==> config.mk <==
export PLATFORM = sky130hd
export DESIGN_NAME = pc_unit
export DESIGN_NICKNAME = d
export VERILOG_FILES = /design/src/rtl/pc_unit.sv
export SDC_FILE = /design/constraint.sdc
export NUM_CORES = 1
export LEC_CHECK = 0
export CAP_MARGIN = 20
export CORE_UTILIZATION = 42
export CTS_BUF_LIST = sky130_fd_sc_hd__clkbuf_4
export DETAILED_ROUTE_END_ITERATION = 8
export GPL_ROUTABILITY_DRIVEN = 0
export HOLD_SLACK_MARGIN = 0.12
export PLACE_DENSITY = 0.79
export SLEW_MARGIN = 5
export SYNTH_ARGS = -nofsm -noshare
export SYNTH_HDL_FRONTEND = slang
export SYNTH_SLANG_ARGS = --single-unit
==> constraint.sdc <==
create_clock -name clk -period 2.2 [get_ports clk]
set_input_delay 0.44 -clock clk [delete_from_list [all_inputs] [get_ports clk]]
set_output_delay 0.44 -clock clk [all_outputs]
set_load 0.05 [all_outputs]
==> src/rtl/pc_unit.sv <==
// rtl/pc_unit.sv - MIPS fetch program counter with stall hold and pending redirect buffer
// BOOT -> RUN after reset; HOLD while stalled, buffering the latest redirect for the first unstalled edge.
module pc_unit #(
  parameter int              WIDTH        = 32,
  parameter logic [WIDTH-1:0] RESET_VECTOR = '0,
  parameter logic [WIDTH-1:0] EXC_VECTOR   = WIDTH'(32'h8000_0180),
  parameter int              INC          = 4
) (
  input  logic             clk,
  input  logic             rst,
  input  logic             stall,
  input  logic             branch_taken,
  input  logic [WIDTH-1:0] branch_target,
  input  logic             jump,
  input  logic [25:0]      jump_index,
  input  logic             jr,
  input  logic [WIDTH-1:0] jr_target,
  input  logic             exception,
  output logic [WIDTH-1:0] pc,
  output logic [WIDTH-1:0] pc_plus4,
  output logic             fetch_valid,
  output logic             redirect_pending
);

  typedef enum logic [1:0] {
    BOOT = 2'd0,
    RUN  = 2'd1,
    HOLD = 2'd2
  } state_t;

  localparam int LW = (WIDTH < 28) ? WIDTH : 28;

  state_t           state_q, state_d;
  logic [WIDTH-1:0] pc_q, pc_d;
  logic [WIDTH-1:0] pend_tgt_q, pend_tgt_d;
  logic             pend_q, pend_d;
  logic [WIDTH-1:0] jump_tgt;
  logic [WIDTH-1:0] redir_tgt;
  logic             redir;
  logic [27:0]      jump_low;

  assign pc_plus4 = pc_q + WIDTH'(INC);
  assign jump_low = {jump_index, 2'b00};
  assign jump_tgt[LW-1:0] = jump_low[LW-1:0];

  // Narrow PCs simply keep the low bits of the 28-bit region target.
  generate
    if (WIDTH > 28) begin : g_jump_hi
      assign jump_tgt[WIDTH-1:28] = pc_plus4[WIDTH-1:28];
    end
  endgenerate

  always_comb begin
    redir     = jr | jump | branch_taken;
    redir_tgt = branch_target;
    if (jr) begin
      redir_tgt = jr_target;
    end else if (jump) begin
      redir_tgt = jump_tgt;
    end
  end

  always_comb begin
    state_d    = state_q;
    pc_d       = pc_q;
    pend_d     = pend_q;
    pend_tgt_d = pend_tgt_q;
    case (state_q)
      // Only exception is sampled in BOOT so undriven redirect inputs cannot reach pc.
      BOOT: begin
        if (exception) begin
          pc_d    = EXC_VECTOR;
          state_d = stall ? HOLD : RUN;
        end else begin
          state_d = RUN;
        end
      end
      default: begin
        if (exception) begin
          pc_d       = EXC_VECTOR;
          pend_d     = 1'b0;
          pend_tgt_d = '0;
          state_d    = stall ? HOLD : RUN;
        end else if (!stall) begin
          state_d = RUN;
          pend_d  = 1'b0;
          if (redir) begin
            pc_d = redir_tgt;
          end else if (pend_q) begin
            pc_d = pend_tgt_q;
          end else begin
            pc_d = pc_plus4;
          end
        end else begin
          state_d = HOLD;
          if (redir) begin
            pend_d     = 1'b1;
            pend_tgt_d = redir_tgt;
          end
        end
      end
    endcase
  end

  always_ff @(posedge clk or posedge rst) begin
    if (rst) begin
      state_q    <= BOOT;
      pc_q       <= RESET_VECTOR;
      pend_q     <= 1'b0;
      pend_tgt_q <= '0;
    end else begin
      state_q    <= state_d;
      pc_q       <= pc_d;
      pend_q     <= pend_d;
      pend_tgt_q <= pend_tgt_d;
    end
  end

  assign pc               = pc_q;
  assign fetch_valid      = (state_q == RUN);
  assign redirect_pending = pend_q;

endmodule
Yosys cells after proc, flatten, opt, wreduce, memory -nomap -nowiden
Cells that the tools add are included.
Word-level totals
  bits in registers: 67
  latch bits: 0
  bits in writable memories: 0
  bits in read-only memories: 0
  input port bits: 97
  output and inout port bits: 66
  logic and storage cells: 35
  memories kept: 0
Operators by class
  $add $sub $neg: 1
  multiply operators: 0
  divide/modulo/power cells: 0
  $lt $le $gt $ge: 0
  equal/unequal tests: 4
  shifts and indexed selects: 0
  multiplexer cells: 17
  bitwise gates (word level): 3
  reductions and logical operators: 6
Operators with widths (number)
  32-bit 2-to-1 mux: 11
  32-bit by 3-bit adder with 32-bit output, second input constant: 1
  2-bit 2-to-1 mux: 3
  2-bit AND reduction: 2
  2-bit nonzero test: 2
  1-bit 2-to-1 mux: 3
  3-bit by 1-bit inequality test with 1-bit output, second input constant: 1
  3-bit AND reduction: 1
  2-bit by 1-bit equality test with 1-bit output, second input constant: 1
  2-bit logical NOT: 1
  2-bit by 1-bit inequality test with 1-bit output, second input constant: 1
  2-bit inequality test, second input constant: 1
  1-bit OR: 2
  1-bit inverter: 1

Depth between registers and ports, before layout
Gate-level depths: netlist of the first run.
  depth in word-level cells: 7
  gate-level depth with buffers: 8

Worst setup path after synthesis of the first run
No wires, ideal clock.
  path type: flip-flop to output port
  start: register pc_q[14], in the netlist pc[14]
  end: output port pc_plus4[28]
  arrival time: 2.549 ns
  required time: 1.760 ns
  setup slack: -0.789 ns
  stages on the path, launching flop included: 5
  cell sequence: dfrtp_1 nand4_1 nor4_4 nand3_1 xnor2_1
On the way
  longest elaborated chain between the ends: 1
RTL lines
  start, declared: RTL line 34  | logic [WIDTH-1:0] pc_q, pc_d;
  start signal, assigned: RTL line 113  | pc_q <= pc_d;
  32-bit by 3-bit adder with 32-bit output: RTL line 42  | assign pc_plus4 = pc_q + WIDTH'(INC);
  end, declared: RTL line 20  | output logic [WIDTH-1:0] pc_plus4,
No other way between the ends.

Final worst setup path of the first run
  start: register pc_q[17], in the netlist pc[17]
  end: output port pc_plus4[20]
The elaborated chain is that of the path after synthesis.

==> impl_metrics.toml, run 1 <==
[yosys]
yosysTopAreaCell = "dfrtp_1"
synth_fp_nets = 614
yosys_warnings = 0
synth_edf_count = 0
postSynthRegisterBits = 67
avgSynthCellArea_um2 = 8.81
synth.distinct_cells = 58
synth_flop_cell = "dfrtp_1"
yosysMostFrequentCell = "dfrtp_1"
synth_area_leaders = "dfrtp_1 37%, mux2i_1 7.5%, nor2_1 4.5%"
synth_cells = 516
synth_common_cells = "67 x dfrtp_1, 54 x nor2_1, 47 x nand2_1"
synth_top_area_share_pct = 36.9
synth.cell_area_mm2 = 0.00455
synth_seq_area_share_pct = 36.9
synthArstFlopShare_pct = 100

[final_layout]
regArea_mm2 = 0.00171
areaGrowthSynthToFinish_pct = 78.5
utilization_pct = 77.9
fin_area_mm2 = 0.00812
fin_nets = 864
multi_input_area_mm2 = 0.00326
fin_cells = 907
antenna_cells = 0
num-fill-cells = 645
drive_above_1_share_pct = 34.0

[timing]
tns_ns = -6.27
fin_skew_ns = 0.0272
holdWs_ns = 0.341
period_minus_slack_ns = 2.60
final_max_slew_viol_count = 0
worstMarginPinSlew_ns = 0.545
setup_slack_ns = -0.399
fmax_ghz = 0.385
max_slew_margin_pct = 63.6
setup_viol = 25
hold_viol_final = 0
grt_setup_unrepaired = "yes"
period_share_pct = 118

[clock_network]
insertion_delay_ns = 0.44
hold_buffers = 0
cts_tree = "done"
cts_buffer_depth = 2
clk_pin_slew_ns = 0.12
cts_buffers = 9
clockRootBuffer = "clkbuf_4"
h-tree-depth = 3
clock_sinks = 67

[placement]
dp_slack_ns = -0.118
dp_cells = 856
hpwl_mm = 12.4
dpl_cell_area_mm2 = 0.00738
port_buffers = 162

[pwr]
p_seq_share_pct = 37.2
intPower_mw = 2.35
combinationalPowerShare_pct = 43.8
total_power_mw = 3.85
ir_drop_v = 0.000282
powerDensity_mw_per_mm2 = 474
pwr-share-clk_pct = 19.1
p_leak_nw = 3.72
p_sw_mw = 1.50
power.share.switching_pct = 39.0

[setup_path]
cp-start-kind = "flip-flop"
cp.arrival_ns = 2.16
path_max_fanout = 3
worstSetupPathType = "flip-flop to primary output"
endpoint_kind = "primary output"
required_ns = 1.76

[global_routing]
grt_pass1_wl_mm = 27.5
grt_max_degree = 38
grt_pass1_vias = 5448
track_usage_pct = 31.6
antenna_found_initial = 0
grt-ovfl-total = 0

[worst_hold_path]
hold_class = "input port to asynchronous set/reset pin"

[floorplanning]
die_area_mm2 = 0.0112
die_h_um = 106
die_x_um = 106
ios = 163
floorplan.rows = 37
initial_core_util_pct = 43.7
core_mm2 = 0.0104

[drt]
routedWlPerCell_um = 19.7
firstDrtPassIters = 5
postRouteAntennaNets = 0
drt-total-wl_mm = 17.9
viasPerCell = 5.93
drt_iter0_drc = 386
drc = 0
via_count = 5383

[status]
status = "finished with violations"
violations = "negative setup slack"

[run]
cap_violations = 0
path summary, 6_finish.rpt:
path | from | endpoint | slack [ns] | depth (start not counted)
setup reg to reg | pc[2] | pc[26] | 0.12 | 9
max in group asynchronous | rst | pc[28] | 1.30 | 3
hold reg to reg | pend_tgt_q[22] | pend_tgt_q[22] | 0.50 | 2
min in group clk | jr | pend_tgt_q[22] | 0.43 | 3
hold / removal | rst | pc[3] | 0.34 | 2
setup / recovery | pc[17] | pc_plus4[20] | -0.40 | 6
cell type report:
class / instances / share of cell area [%]
Multi-Input combinational cell: 401 / 40.2
Timing Repair Buffer: 273 / 34.6
Sequential cell: 67 / 21.0
Tap cell: 136 / 2.10
Clock buffer: 11 / 1.02
Inverter: 14 / 0.647
Clock inverter: 5 / 0.370
power groups by stage:
stage	Sequential [mW]	Combinational (mW)	Clock [mW]
2_1_floorplan	1.63	0.686	0
3_3_place_gp	1.43	1.57	0
3_5_place_dp	1.44	1.60	0
4_1_cts	1.42	1.64	0.713
5_1_grt	1.44	1.77	0.783
6_report	1.43	1.69	0.733
kinds of logic (layout without fill, tap and decap cells):
logic type | count (synthesis) | count (layout) | share of synthesized area (%)
compound gates | 145 | 145 | 22.6
buf+inv | 48 | 303 | 4.65
fa+ha+maj | 1 | 1 | 0.275
simple gates | 189 | 189 | 21.5
xor+xnor | 25 | 25 | 4.81
flops | 67 | 67 | 36.9
mux | 41 | 41 | 9.30
worst max-delay path, cell delays in order, from the launching register on:
cell and delay, ns:
dfrtp_2 0.39, nand4_1 0.22, or2_4 0.33, buf_6 0.13
nor3_4 0.28, xor2_4 0.22, buf_12 0.16
flip-flops by register name, summed over array words and instances, names as in the netlist:
signal            cells
redirect_pending      1
pc                   32
pend_tgt_q           32
state_q               2
cell usage in the layout (no fill, tap or decap), types with 8 or more instances in the layout:
cell,count
a21oi_1,24
a221o_1,8
a22o_1,14
a32o_1,9
buf_12,30
buf_4,103
buf_6,12
clkbuf_4,11
clkdlybuf4s50_1,100
dfrtp_1,42
dfrtp_2,25
dlygate4sd2_1,11
dlymetal6s2s_1,12
inv_1,13
mux2i_1,34
nand2_1,46
nand2b_1,8
nand4_1,8
nor2_1,50
nor3_1,11
o21ai_0,35
o221ai_1,10
xnor2_4,14
routing by layer:
metal | share of wire [%] | vias to the layer above | track usage [%]
met5 | 0 | - | 0
met4 | 3.2 | 0 | 13.1
met3 | 8.6 | 51 | 5.46
met2 | 52 | 329 | 56.8
met1 | 36 | 2603 | 37.2
li1 | - | 2400 | -
what timing repair did:
action,CTS,global route
resized for setup,61,32
setup buffers,19,18
pin swaps,37,19
setup endpoints to repair,36,39
(Power assumes the default switching activity.)
==> inputs of run 2 (changes only) <==
--- a/config.mk
+++ b/config.mk
@@ -6,6 +6,7 @@
 export NUM_CORES = 1
 export LEC_CHECK = 0
 export CAP_MARGIN = 20
+export CORE_ASPECT_RATIO = 0.8
 export CORE_UTILIZATION = 42
 export CTS_BUF_LIST = sky130_fd_sc_hd__clkbuf_4
 export DETAILED_ROUTE_END_ITERATION = 8
==> run 2 against run 1 <==
The flow still finishes with violations (negative setup slack). Clock power up 49%. Final cell count is 0.55% higher. Non-clock buffer count rose by 1. Global-route usage down 0.90 points.
==> impl_metrics.toml, run 2 (synthesized netlist as in run 1, its figures left out) <==
[status]
status = "finished with violations"
violations = "negative setup slack"

[clock_network]
clk_pin_slew_ns = 0.13
cts_buffer_depth = 2
cts_buffers = 9
clock_sinks = 67
clockRootBuffer = "clkbuf_4"
cts_tree = "done"
hold_buffers = 0
h-tree-depth = 3
insertion_delay_ns = 0.44

[global_routing]
grt_pass1_vias = 5352
grt_use_met3_pct = 6.88
grt-busiest-layer = "met2"
grt_max_degree = 68
track_usage_pct = 30.7
grt-ovfl-total = 0
grt_use_met2_pct = 53.5
grtUsageMet1_pct = 37.9
grt_pass1_wl_mm = 26.9
antenna_found_initial = 0

[setup_path]
cp.arrival_ns = 2.23
r2r.worst_path.cells = 10
cp-endpoint = "pc_plus4[23]"
cp-start-kind = "flip-flop"
reg2reg_to = "pc[14]"
cp_slowest_cell = "dfrtp_2"
r2r_setup_slack_ns = 0.12
path_max_fanout = 5
r2r_start = "pc[8]"
endpoint_kind = "primary output"
required_ns = 1.76
cp_slowest_stage_delay_ns = 0.42
cp_cell_sequence = "nand4_2 -> nor4_4 -> buf_6 -> nand4_1 -> xnor2_4 -> buf_12"
worstSetupPathType = "flip-flop to primary output"
worst-path-stages = 6
critPathLaunch = "pc[12]"
critPathBufInv = 2
path_delay_family = "simple AND/OR/NAND/NOR gates"

[drt]
via_count = 5412
viasPerCell = 5.93
firstDrtPassIters = 6
drt_iter0_drc = 488
drt-total-wl_mm = 18.3
drc = 0
postRouteAntennaNets = 0
routedWlPerCell_um = 20.1

[pwr]
powerDensity_mw_per_mm2 = 517
p_leak_nw = 3.65
p_sw_mw = 1.55
ir_drop_v = 0.000323
combinationalPowerShare_pct = 40.2
pwr-share-clk_pct = 26.0
p_seq_share_pct = 33.8
total_power_mw = 4.21
power.share.switching_pct = 36.8
intPower_mw = 2.67

[timing]
fmax_ghz = 0.375
worstMarginPinSlew_ns = 0.531
final_max_slew_viol_count = 0
setup_viol = 24
hold_viol_final = 0
grt_setup_unrepaired = "yes"
max_slew_margin_pct = 64.3
period_minus_slack_ns = 2.67
period_share_pct = 121
fin_skew_ns = 0.0191
setup_slack_ns = -0.466

[placement]
dp_cells = 858
port_buffers = 162
dp_slack_ns = -0.0943
hpwl_mm = 12.0
dpl_cell_area_mm2 = 0.00735

[floorplanning]
core_mm2 = 0.0104
initial_core_util_pct = 43.7
die_area_mm2 = 0.0113
die_x_um = 118
ios = 163
floorplan.rows = 33
die_h_um = 95.1

[run]
cap_violations = 0

[final_layout]
layout_commonest_cell = "buf_4"
fin_cells = 912
fin_nets = 865
fin_area_mm2 = 0.00815
areaGrowthSynthToFinish_pct = 79.2
num-fill-cells = 670
final_cell_mix = "102 x buf_4, 99 x clkdlybuf4s50_1, 50 x nor2_1, 45 x nand2_1, 43 x dfrtp_1"
utilization_pct = 78.3
drive_above_1_share_pct = 33.4
antenna_cells = 0

[worst_hold_path]
hold_class = "input port to asynchronous set/reset pin"
## run 2: power by group through the flow
stage	Clock, mW	Combinational [mW]	Sequential [mW]
2_1_floorplan	0	0.686	1.63
5_1_grt	1.13	1.77	1.44
3_5_place_dp	0	1.60	1.44
3_3_place_gp	0	1.57	1.44
4_1_cts	1.08	1.63	1.42
6_report	1.09	1.69	1.43
## run 2: how the worst min path moves through the flow
stage / start / endpoint / slack [ns] / cells after the start
finish: rst / pc[1] / 0.38 / 3
floorplan: pend_tgt_q[17] / pend_tgt_q[17] / 0.44 / 2
global placement: pend_tgt_q[9] / pend_tgt_q[9] / 0.45 / 2
global route: rst / pc[0] / 0.41 / 3
CTS: rst / pc[0] / 0.41 / 3
detailed placement: pend_tgt_q[19] / pend_tgt_q[19] / 0.46 / 2
## run 2: repair_timing
action                     4_1_cts  5_1_grt
setup endpoints to repair       46       30
buffers inserted                23       15
pin swaps                       27       17
resized for setup               73       23
cloned                           1        0
## run 2: metrics by stage
stage               setup TNS, ns  hold WS, ns
global route                -8.11        0.413
global placement           -0.167        0.454
detailed placement          -2.16        0.463
floorplan                   -4.64        0.441
CTS                         -5.59        0.407
finish                      -6.84        0.380
## run 2: final cells by class
class | instances | area [um^2] | share of cell area, %
Clock buffer | 9 | 67.6 | 0.829
Sequential cell | 67 | 1710 | 20.9
Clock inverter | 7 | 115 | 1.41
Inverter | 14 | 52.6 | 0.645
Multi-Input combinational cell | 401 | 3270 | 40.1
Timing Repair Buffer | 274 | 2760 | 33.9
Tap cell | 140 | 175 | 2.15
## run 2: metal layers
layer / part of all wire, % / up-vias
met2: 49 / 335
met4: 2.6 / 0
li1: - / 2416
met5: 0 / -
met1: 40 / 2610
met3: 8.9 / 51
## run 2: tightest hold or removal path: stages
cell             delay, ns
clkdlybuf4s50_1       0.42
inv_2                 0.07
buf_12                0.31
==> inputs of run 3 (changes only) <==
--- a/config.mk
+++ b/config.mk
@@ -8,11 +8,12 @@
 export CAP_MARGIN = 20
 export CORE_ASPECT_RATIO = 0.8
 export CORE_UTILIZATION = 42
-export CTS_BUF_LIST = sky130_fd_sc_hd__clkbuf_4
+export CTS_BUF_LIST = sky130_fd_sc_hd__clkbuf_8
 export DETAILED_ROUTE_END_ITERATION = 8
 export GPL_ROUTABILITY_DRIVEN = 0
 export HOLD_SLACK_MARGIN = 0.12
 export PLACE_DENSITY = 0.79
+export REMOVE_ABC_BUFFERS = 1
 export SLEW_MARGIN = 5
 export SYNTH_ARGS = -nofsm -noshare
 export SYNTH_HDL_FRONTEND = slang
==> run 3 against run 2 <==
The flow finishes with violations (design-rule violations, negative setup slack). Combinational power increased by 3%. Sequential power barely moved. Flip-flop and latch count unchanged. First-iteration DRC count is 68% higher. Clock skew decreased by 0.0030 ns. Count of clock-buffer cells in the layout increased by 2. Setup slack worse by 0.066 ns. Critical path depth unchanged. Register-to-register slack worse by 0.33 ns. Wire length rose by 15%. Critical path type unchanged. Critical endpoint is now pc_plus4[31]. Highest routed layer unchanged.
==> impl_metrics.toml, run 3 (synthesized netlist as in run 1, its figures left out) <==
[status]
status = "finished with violations"
violations = "design-rule violations, negative setup slack"

[drt]
postRouteAntennaNets = 0
viasPerCell = 6.38
firstDrtPassIters = 9
drt-total-wl_mm = 21.1
routedWlPerCell_um = 23.0
drc = 21
drt_iter0_drc = 821
via_count = 5854

[final_layout]
fin_nets = 871
final_cell_mix = "112 x clkdlybuf4s50_1, 109 x buf_4, 62 x dfrtp_1, 51 x nor2_1, 46 x nand2_1"
layout_commonest_cell = "clkdlybuf4s50_1"
num-fill-cells = 597
antenna_cells = 0
areaGrowthSynthToFinish_pct = 79.0
drive_above_1_share_pct = 31.5

[floorplanning]
initial_core_util_pct = 43.7
floorplan.rows = 33
die_x_um = 118
core_mm2 = 0.0104
die_area_mm2 = 0.0113
die_h_um = 95.1
ios = 163

[setup_path]
cp.arrival_ns = 2.29
cp_cell_sequence = "buf_4 -> and4_2 -> nand4_4 -> nor4b_4 -> xor2_2 -> buf_12"
required_ns = 1.76
r2r_start = "pc[10]"
path_max_fanout = 5
cp_slowest_cell = "dfrtp_1"
cp_slowest_stage_delay_ns = 0.44
r2r.worst_path.cells = 8
cp-start-kind = "flip-flop"
reg2reg_to = "pend_tgt_q[31]"
r2r_setup_slack_ns = -0.21
worstSetupPathType = "flip-flop to primary output"
endpoint_kind = "primary output"

[clock_network]
hold_buffers = 0
insertion_delay_ns = 0.37
clock_sinks = 67
cts_tree = "done"
h-tree-depth = 3
cts_buffer_depth = 2
clockRootBuffer = "clkbuf_8"
clk_pin_slew_ns = 0.08
cts_buffers = 9

[timing]
hold_viol_final = 0
fin_skew_ns = 0.0161
fmax_ghz = 0.366
tns_ns = -7.54
final_max_slew_viol_count = 0
setup_slack_ns = -0.532
period_minus_slack_ns = 2.73
worstMarginPinSlew_ns = 0.679
grt_setup_unrepaired = "yes"
setup_viol = 30
period_share_pct = 124
max_slew_margin_pct = 54.2

[global_routing]
grt-busiest-layer = "met2"
track_usage_pct = 33.9
grt_pass1_vias = 5528
grt_max_degree = 68
grt_pass1_wl_mm = 29.2
grt_use_met3_pct = 11.0
grt-ovfl-total = 0
grt_use_met2_pct = 55.7
antenna_found_initial = 0
grtUsageMet1_pct = 41.3

[pwr]
powerDensity_mw_per_mm2 = 542
ir_drop_v = 0.000295
p_leak_nw = 3.76
total_power_mw = 4.42

[placement]
hpwl_mm = 12.1
port_buffers = 162

[worst_hold_path]
hold_class = "input port to asynchronous set/reset pin"

[run]
cap_violations = 0
[run 3: cell count changes in the layout (fill, tap and decap cells not counted), moves of 6 or more]
cell	before	now
dfrtp_1	43	62
dfrtp_2	24	5
dlygate4sd2_1	24	5
clkdlybuf4s50_1	99	112
clkbuf_8	0	11
clkbuf_4	9	0
dlymetal6s2s_1	3	11
buf_4	102	109
xnor2_4	14	8
[run 3: what timing repair did]
| action | 4_1_cts | 5_1_grt |
|---|---|---|
| gates cloned | 1 | 0 |
| endpoints found under the setup margin | 26 | 39 |
| resized for setup | 59 | 56 |
| buffers inserted | 9 | 22 |
| pin swaps | 18 | 26 |
[run 3: worst max-delay path: cells and delay by family (launching register included)]
family	cells	cell delay [ns]
buf+inv	2	0.31
xor+xnor	1	0.25
flops	1	0.44
simple gates	3	0.91
[run 3: area by class of cell]
class	count	area, um^2	share of cell area (%)
clock buffers	11	151	1.86
clock inverters	5	76.3	0.937
inverters	14	52.6	0.645
multi-input cells	401	3150	38.7
flip-flops and latches	67	1680	20.7
well taps	140	175	2.15
repair buffers	280	2850	35.0
[run 3: how the worst max path moves through the flow]
stage,endpoint,cells after the start,slack (ns),startpoint
2_1_floorplan,pc_plus4[28],4,-0.79,pc[14]
3_3_place_gp,pc[26],5,-0.28,stall
3_5_place_dp,pc[26],5,-0.26,stall
4_1_cts,pc_plus4[31],5,-0.33,pc[5]
5_1_grt,pc_plus4[31],6,-0.65,pc[10]
6_report,pc_plus4[31],6,-0.53,pc[10]
[run 3: power breakdown]
part | internal, mW | switching, mW | leakage, nW | total (mW)
Sequential | 1.33 | 0.110 | 0.875 | 1.44
Clock | 0.695 | 0.544 | 0.117 | 1.24
Combinational | 0.763 | 0.973 | 2.76 | 1.74
[run 3: per-layer routing]
metal	share of wire [%]	up-vias	wire length, um
met4	6.8	0	1440
li1	-	2414	-
met3	13	165	2800
met2	44	553	9290
met1	36	2722	7600
met5	0	-	0
[run 3: metrics by stage]
stage / instance area [um^2] / std cells / hold WS [ns] / setup WS (ns) / utilization (%)
4_1_cts: 7750 / 897 / 0.487 / -0.334 / 74.5
2_1_floorplan: 4390 / 482 / 0.441 / -0.789 / -
6_report: 8140 / 918 / 0.472 / -0.532 / 78.3
5_1_grt: 8140 / 918 / 0.503 / -0.654 / 78.3
3_3_place_gp: 7130 / 871 / 0.455 / -0.280 / 68.5
3_5_place_dp: 7130 / 871 / 0.472 / -0.263 / 68.5
